===== config.mk =====
export PLATFORM = sky130hd
export DESIGN_NAME = capture_timer
export DESIGN_NICKNAME = d
export VERILOG_FILES = /design/src/rtl/mcl51_capture_pkg.sv /design/src/rtl/sync_edge_detect.sv /design/src/rtl/capture_timer.sv
export SDC_FILE = /design/constraint.sdc
export NUM_CORES = 1
export LEC_CHECK = 0
export BUFFER_PORTS_ARGS = -buffer_cell sky130_fd_sc_hd__buf_2
export CAP_MARGIN = 10
export CORE_ASPECT_RATIO = 0.75
export CORE_MARGIN = 2
export CORE_UTILIZATION = 60
export DETAILED_ROUTE_END_ITERATION = 10
export GPL_TIMING_DRIVEN = 0
export PLACE_DENSITY = 0.85
export SLEW_MARGIN = 20
export SYNTH_ARGS = -nofsm -noshare
export SYNTH_HDL_FRONTEND = slang
export SYNTH_HIERARCHICAL = 1
export SYNTH_SLANG_ARGS = --single-unit

===== constraint.sdc =====
create_clock -name CORE_CLK -period 2.5 [get_ports CORE_CLK]
set_clock_uncertainty 0.1 [all_clocks]
set_input_delay 0.125 -clock CORE_CLK [delete_from_list [all_inputs] [get_ports CORE_CLK]]
set_output_delay 0.125 -clock CORE_CLK [all_outputs]
set_load 0.05 [all_outputs]

===== src/rtl/mcl51_capture_pkg.sv =====
// Shared definitions for the MCL51 input-capture peripheral: FSM states,
// register addresses, status bit positions and the counter width.
package mcl51_capture_pkg;

  localparam int CNT_W = 24;
  localparam logic [CNT_W-1:0] CNT_MAX = {CNT_W{1'b1}};

  typedef enum logic [1:0] {
    IDLE    = 2'd0,
    ARM     = 2'd1,
    MEASURE = 2'd2,
    DONE    = 2'd3
  } cap_state_e;

  // Register map
  localparam logic [3:0] ADDR_PERIOD_HI  = 4'h0;
  localparam logic [3:0] ADDR_PERIOD_MID = 4'h1;
  localparam logic [3:0] ADDR_PERIOD_LO  = 4'h2;
  localparam logic [3:0] ADDR_HIGH_HI    = 4'h3;
  localparam logic [3:0] ADDR_HIGH_MID   = 4'h4;
  localparam logic [3:0] ADDR_HIGH_LO    = 4'h5;
  localparam logic [3:0] ADDR_STATUS     = 4'h6;
  localparam logic [3:0] ADDR_CTRL       = 4'h7;

  // Status byte bit positions
  localparam int STAT_DONE_BIT = 0;
  localparam int STAT_BUSY_BIT = 1;
  localparam int STAT_OVF_BIT  = 2;

  // Control register: bit 0 selects arm (1) or abort (0)
  localparam int CTRL_ARM_BIT = 0;

  // Assemble the status byte from its flags; unused bits read as zero.
  function automatic logic [7:0] status_byte(input logic done,
                                             input logic busy,
                                             input logic ovf);
    logic [7:0] s;
    s                = 8'h00;
    s[STAT_DONE_BIT] = done;
    s[STAT_BUSY_BIT] = busy;
    s[STAT_OVF_BIT]  = ovf;
    return s;
  endfunction

endpackage


===== src/rtl/sync_edge_detect.sv =====
// Synchronizes an asynchronous pin into CORE_CLK and reports single-cycle
// rise/fall pulses plus the synchronized level. SYNC_STAGES must be >= 2.
// Edge pulses appear SYNC_STAGES cycles after the pin changes and are
// consumed by the user on the following edge.
module sync_edge_detect #(
  parameter int SYNC_STAGES = 2
) (
  input  logic CORE_CLK,
  input  logic RST_n,
  input  logic async_in,
  output logic rise,
  output logic fall,
  output logic level
);

  logic [SYNC_STAGES-1:0] sync_q;
  logic                   hist_q;

  // Synchronizer shift chain followed by one history flop for edge detection.
  // NOTE: sequential state uses non-blocking (<=) so every flop samples the
  // pre-edge values of the others; blocking here would collapse the chain.
  always_ff @(posedge CORE_CLK or negedge RST_n) begin
    if (!RST_n) begin
      sync_q <= '0;
      hist_q <= 1'b0;
    end else begin
      sync_q <= {sync_q[SYNC_STAGES-2:0], async_in};
      hist_q <= sync_q[SYNC_STAGES-1];
    end
  end

  assign level = sync_q[SYNC_STAGES-1];
  assign rise  = level & ~hist_q;
  assign fall  = ~level & hist_q;

endmodule


===== src/rtl/capture_timer.sv =====
// Single-channel 24-bit input-capture peripheral on the MCL51 strobe bus.
// Measures period (rise to rise) and high time (rise to fall) of CAPTURE_IN
// in CORE_CLK cycles. OVF_LIMIT is the counter value at which a measurement
// gives up; it defaults to the full 24-bit range and only a shortened build
// lowers it.
module capture_timer
  import mcl51_capture_pkg::*;
#(
  parameter int               SYNC_STAGES = 2,
  parameter logic [7:0]       DEVICE_ID   = 8'h5B,
  parameter logic [CNT_W-1:0] OVF_LIMIT   = CNT_MAX
) (
  input  logic       CORE_CLK,
  input  logic       RST_n,
  input  logic [3:0] ADDRESS,
  input  logic [7:0] DATA_IN,
  output logic [7:0] DATA_OUT,
  input  logic       STROBE_WR,
  input  logic       CAPTURE_IN,
  output logic       CAPTURE_DONE
);

  cap_state_e       state_q, state_d;
  logic [CNT_W-1:0] counter_q;
  logic [CNT_W-1:0] period_q;
  logic [CNT_W-1:0] high_q;
  logic             done_q;
  logic             ovf_q;
  logic             fall_seen_q;

  logic             rise, fall;
  logic             sync_level_unused;
  logic [6:0]       data_in_unused;

  logic             ctrl_wr, arm_wr, abort_wr;
  logic             busy;
  logic             at_limit;

  sync_edge_detect #(
    .SYNC_STAGES (SYNC_STAGES)
  ) u_sync (
    .CORE_CLK (CORE_CLK),
    .RST_n    (RST_n),
    .async_in (CAPTURE_IN),
    .rise     (rise),
    .fall     (fall),
    .level    (sync_level_unused)
  );

  // Only bit 0 of the control byte carries meaning.
  assign data_in_unused = DATA_IN[7:1];

  assign ctrl_wr  = STROBE_WR && (ADDRESS == ADDR_CTRL);
  assign arm_wr   = ctrl_wr &&  DATA_IN[CTRL_ARM_BIT];
  assign abort_wr = ctrl_wr && !DATA_IN[CTRL_ARM_BIT];

  assign busy     = (state_q == ARM) || (state_q == MEASURE);
  assign at_limit = (counter_q == OVF_LIMIT);

  // FSM state register.
  always_ff @(posedge CORE_CLK or negedge RST_n) begin
    if (!RST_n) state_q <= IDLE;
    else        state_q <= state_d;
  end

  // Next-state logic; a control write overrides any edge or terminal event.
  // NOTE: state_d gets a default before any branch so no path leaves it
  // unassigned, which would otherwise infer a latch.
  always_comb begin
    state_d = state_q;
    if (arm_wr) begin
      state_d = ARM;
    end else if (abort_wr) begin
      state_d = IDLE;
    end else begin
      case (state_q)
        ARM:     if (rise) state_d = MEASURE;
        MEASURE: if (rise || at_limit) state_d = DONE;
        default: state_d = state_q;
      endcase
    end
  end

  // Measurement datapath: counter, captured results and status flags.
  always_ff @(posedge CORE_CLK or negedge RST_n) begin
    if (!RST_n) begin
      counter_q   <= '0;
      period_q    <= '0;
      high_q      <= '0;
      done_q      <= 1'b0;
      ovf_q       <= 1'b0;
      fall_seen_q <= 1'b0;
    end else if (arm_wr) begin
      // Old results stay readable until the new capture overwrites them.
      counter_q   <= '0;
      done_q      <= 1'b0;
      ovf_q       <= 1'b0;
      fall_seen_q <= 1'b0;
    end else if (abort_wr) begin
      counter_q <= '0;
    end else begin
      case (state_q)
        IDLE: begin
          counter_q <= '0;
        end
        ARM: begin
          if (rise) begin
            // The rise cycle itself is the first counted cycle.
            counter_q   <= {{(CNT_W-1){1'b0}}, 1'b1};
            fall_seen_q <= 1'b0;
          end
        end
        MEASURE: begin
          if (fall && !fall_seen_q) begin
            high_q      <= counter_q;
            fall_seen_q <= 1'b1;
          end
          if (rise) begin
            period_q <= counter_q;
            done_q   <= 1'b1;
          end else if (at_limit) begin
            // Saturate instead of wrapping; a missing fall saturates high too.
            period_q <= CNT_MAX;
            ovf_q    <= 1'b1;
            done_q   <= 1'b1;
            if (!fall_seen_q && !fall) high_q <= CNT_MAX;
          end else begin
            counter_q <= counter_q + {{(CNT_W-1){1'b0}}, 1'b1};
          end
        end
        default: begin
          // DONE: counter and results frozen until the next arm.
        end
      endcase
    end
  end

  // Combinational register read mux.
  always_comb begin
    DATA_OUT = 8'h00;
    case (ADDRESS)
      ADDR_PERIOD_HI:  DATA_OUT = period_q[23:16];
      ADDR_PERIOD_MID: DATA_OUT = period_q[15:8];
      ADDR_PERIOD_LO:  DATA_OUT = period_q[7:0];
      ADDR_HIGH_HI:    DATA_OUT = high_q[23:16];
      ADDR_HIGH_MID:   DATA_OUT = high_q[15:8];
      ADDR_HIGH_LO:    DATA_OUT = high_q[7:0];
      ADDR_STATUS:     DATA_OUT = status_byte(done_q, busy, ovf_q);
      ADDR_CTRL:       DATA_OUT = DEVICE_ID;
      default:         DATA_OUT = 8'h00;
    endcase
  end

  assign CAPTURE_DONE = done_q;

endmodule

==> key figures <==
Layout
  • Share of cells above drive strength 1: 0.170
  • Design Area, Final: 4630 sq um
  • # fillers: 536
  • NumNets Final: 473
  • N_diodes: 0
  • Synth-to-layout area growth: 11.2%

Die
  • Chip height: 76.1 um
  • CORE AREA: 6770 sq um
  • Number of placed I/O pins: 25
  • # rows: 26
  • Die area: 7620 sq um
  • Die span in x: 100 um
  • Initial Util: 0.615

Yosys
  • Top_reg_cell synth: dfrtp_1
  • Mapped Cells: 422
  • Post-Synthesis Net Count: 442
  • Register area share after synthesis: 0.481
  • Mapped Area: 4160 sq um
  • Post-Syn Area per Cell: 9.86 sq um
  • Synth cell types: 49
  • Ys Warns: 6
  • Post-synth EDFFs: 0
  • Ys async rst share: 1.00
  • Seq cells post-synth: 80

Global route
  • GRT overflow: 0
  • Pin count of the biggest net entering global routing: 59
  • Number of global-route vias before repair: 3454
  • GRT Total Usage: 0.303
  • Initial antenna violation count: 0
  • First-pass GRT wire length: 17800 um

Pwr
  • NetSw: 1.54 mW
  • Clock group share of total power: 0.224
  • Sw Ratio: 0.377
  • Seq pwr share: 0.436
  • Leak: 2.32 nW
  • Pwr/cell area: 879 nW/um^2
  • Worst VDD drop: 0.528 mV
  • Combinational cell fraction of total power: 0.340
  • Internal power: 2.53 mW

STA
  • Maximum clock rate: 0.418 GHz
  • Final period utilization: 0.958
  • Endpoints failing hold: 0
  • Slew Limit Fails: 0
  • Slew headroom: 0.504
  • Worst Tran Pin Value: 738 ps
  • Setup-failing EPs final: 0
  • Setup TNS: 0 ps
  • Crit path time final: 2390 ps
  • RSZ-0062 raised after global routing: false

Clock tree
  • Bufs on Longest Clock Path: 2
  • CTS clock-pin slew for the worst setup and hold paths: 80 ps
  • Clk_lat worst skew: 360 ps
  • CTS buffer count: 9
  • CTS tree: built
  • Clock root cell: clkbuf_8
  • H-tree levels: 3
  • Clk sinks: 80

Critical path
  • CP startpoint kind: flop
  • CP required: 2620 ps
  • Crit. End Element: flop
  • CP arrival: 2520 ps
  • Crit Path Max Fanout: 10
  • WS Path Type: flop to flop

Route
  • Vias per std cell: 6.61
  • Met2 WL: 4960 um
  • Top sig layer: met4
  • Vias post-DR: 3585
  • Starting DRT DRC Count: 366
  • Met3 WL post-DR: 1180 um
  • DR pass1 iterations: 6
  • Drt drc: 0
  • Routed Antenna Nets: 0
  • Final wirelength: 11100 um
  • Wire length per cell: 20.4 um
  • M1 WL: 4780 um

Flow run
  • Max_cap viols: 0

Placed design
  • DP HPWL: 7810 um
  • Port bufs: 14
  • Placed Area: 4370 sq um
  • RD Place Congestion: 0.919

Hold path
  • Hold WC Path Type: input port to asynchronous set/reset pin

Outcome
  • Status: completed
## through the flow
step / util / total power, mW / std cells / hold WS, ps / setup slack [ps]
final: 0.684 / 4.07 / 542 / 120 / 105
after global routing: 0.684 / 4.26 / 542 / 149 / 4.63
after detailed placement: 0.645 / 3.07 / 521 / -48.8 / -41.0
after CTS: 0.679 / 3.99 / 540 / 114 / 54.1
after global placement: 0.641 / 3.00 / 520 / 140 / -7.57
after floorplan: - / 2.69 / 422 / -271 / 402
## synth_stat cells (5+ instances only)
cell type	count	area (sq um)
dfrtp_1	80	2000
nand2_1	49	184
o21ai_0	44	220
nor2_1	35	131
mux2i_1	28	280
o22a_1	26	228
a21oi_1	17	85.1
a31oi_1	14	87.6
buf_2	14	70.1
nand3_1	13	65.1
clkbuf_1	12	45.0
nand3b_1	7	52.6
nand4_1	7	43.8
inv_1	6	22.5
o211ai_1	6	45.0
and3_1	5	31.3
mux2_2	5	56.3
## layer usage
metal	track usage	up-vias
met1	0.444	1740
met2	0.442	218
met3	0.0890	23
met4	0.0863	0
li1	-	1604
met5	0	-
## cells in the final DEF, fill, tap and decap left out, types with 3 or more instances in the layout
| cell type | Yosys | routed |
|---|---|---|
| nor3_1 | 3 | 3 |
| clkbuf_1 | 12 | 11 |
| mux2_2 | 5 | 5 |
| ha_1 | 4 | 4 |
| nand3b_1 | 7 | 7 |
| a31oi_1 | 14 | 14 |
| o21ai_0 | 44 | 44 |
| o31ai_1 | 3 | 3 |
| buf_6 | 3 | 3 |
| mux2i_1 | 28 | 28 |
| o22a_1 | 26 | 26 |
| o211ai_1 | 6 | 6 |
| nand4_2 | 3 | 3 |
| buf_2 | 14 | 24 |
| nor2b_1 | 4 | 3 |
| and3_1 | 5 | 5 |
| clkbuf_8 | 0 | 10 |
| nand3_1 | 13 | 13 |
| buf_4 | 2 | 8 |
| nand4_1 | 7 | 7 |
| dlygate4sd3_1 | 0 | 3 |
| nand2_1 | 49 | 49 |
| a21oi_1 | 17 | 17 |
| inv_1 | 6 | 6 |
| nor2_1 | 35 | 35 |
| clkinv_4 | 0 | 3 |
| dfrtp_1 | 80 | 78 |
## path summary, 6_finish.rpt
path,startpoint,endpoint,slack [ps],depth (start not counted)
worst max-delay path,u_sync/sync_q[1]$_DFF_PN0_,counter_q[18]$_DFFE_PN0P_,110,7
worst min-delay path,RST_n,fall_seen_q$_DFFE_PN0P_,120,2
worst max register to register,u_sync/sync_q[1]$_DFF_PN0_,counter_q[18]$_DFFE_PN0P_,110,7
worst min register to register,u_sync/sync_q[0]$_DFF_PN0_,u_sync/sync_q[1]$_DFF_PN0_,260,0
max in group asynchronous,RST_n,high_q[6]$_DFFE_PN0P_,1610,3
min in group CORE_CLK,STROBE_WR,state_q[0]$_DFFE_PN0P_,130,4
## worst max-delay path, cell delays in order (launching register included)
cell and delay, ps:
dfrtp_1 360, nor2b_2 370, mux2_2 380, a2bb2oi_1 180, a31o_2 300, clkbuf_4 200
o21ai_0 240, o31ai_1 130
## registers in the layout, summed over array words and instances (netlist names)
| register | cells |
|---|---|
| u_sync/hist_q | 1 |
| CAPTURE_DONE | 1 |
| ovf_q | 1 |
| high_q | 24 |
| state_q | 2 |
| period_q | 24 |
| u_sync/sync_q | 2 |
| fall_seen_q | 1 |
| counter_q | 24 |
## final cells by class
class | count | area (sq um) | share of cell area
sequential | 80 | 2000 | 0.433
tap | 84 | 105 | 0.0227
timing repair buffer | 21 | 153 | 0.0330
clock inverter | 6 | 51.3 | 0.0111
buffer | 30 | 168 | 0.0362
clock buffer | 10 | 138 | 0.0297
multi-input combinational | 305 | 1990 | 0.429
inverter | 6 | 22.5 | 0.00487
## power by group through the flow
stage                     combinational [mW]  clock (mW)  sequential, mW
after detailed placement                1.29           0            1.78
after floorplan                        0.980           0            1.71
after global routing                    1.50       0.973            1.79
final                                   1.38       0.912            1.77
after global placement                  1.24           0            1.76
after CTS                               1.31       0.921            1.76
## what timing repair did
| action | CTS | global route |
|---|---|---|
| hold buffers | 3 | 0 |
| pin swaps | 0 | 1 |
| endpoints found under the setup margin | 31 | 57 |
| gates resized for setup | 5 | 3 |
| hold endpoints to repair | 83 | 0 |
| buffers inserted | 0 | 3 |
## kinds of logic after synthesis
logic type	synth area share
AO/OA/AOI/OAI	0.206
AND/OR/NAND/NOR	0.169
buffers and inverters	0.0448
multiplexers	0.0863
adder cells (fa/ha/maj)	0.0120
flip-flops	0.481
(Power assumes the default switching activity.)
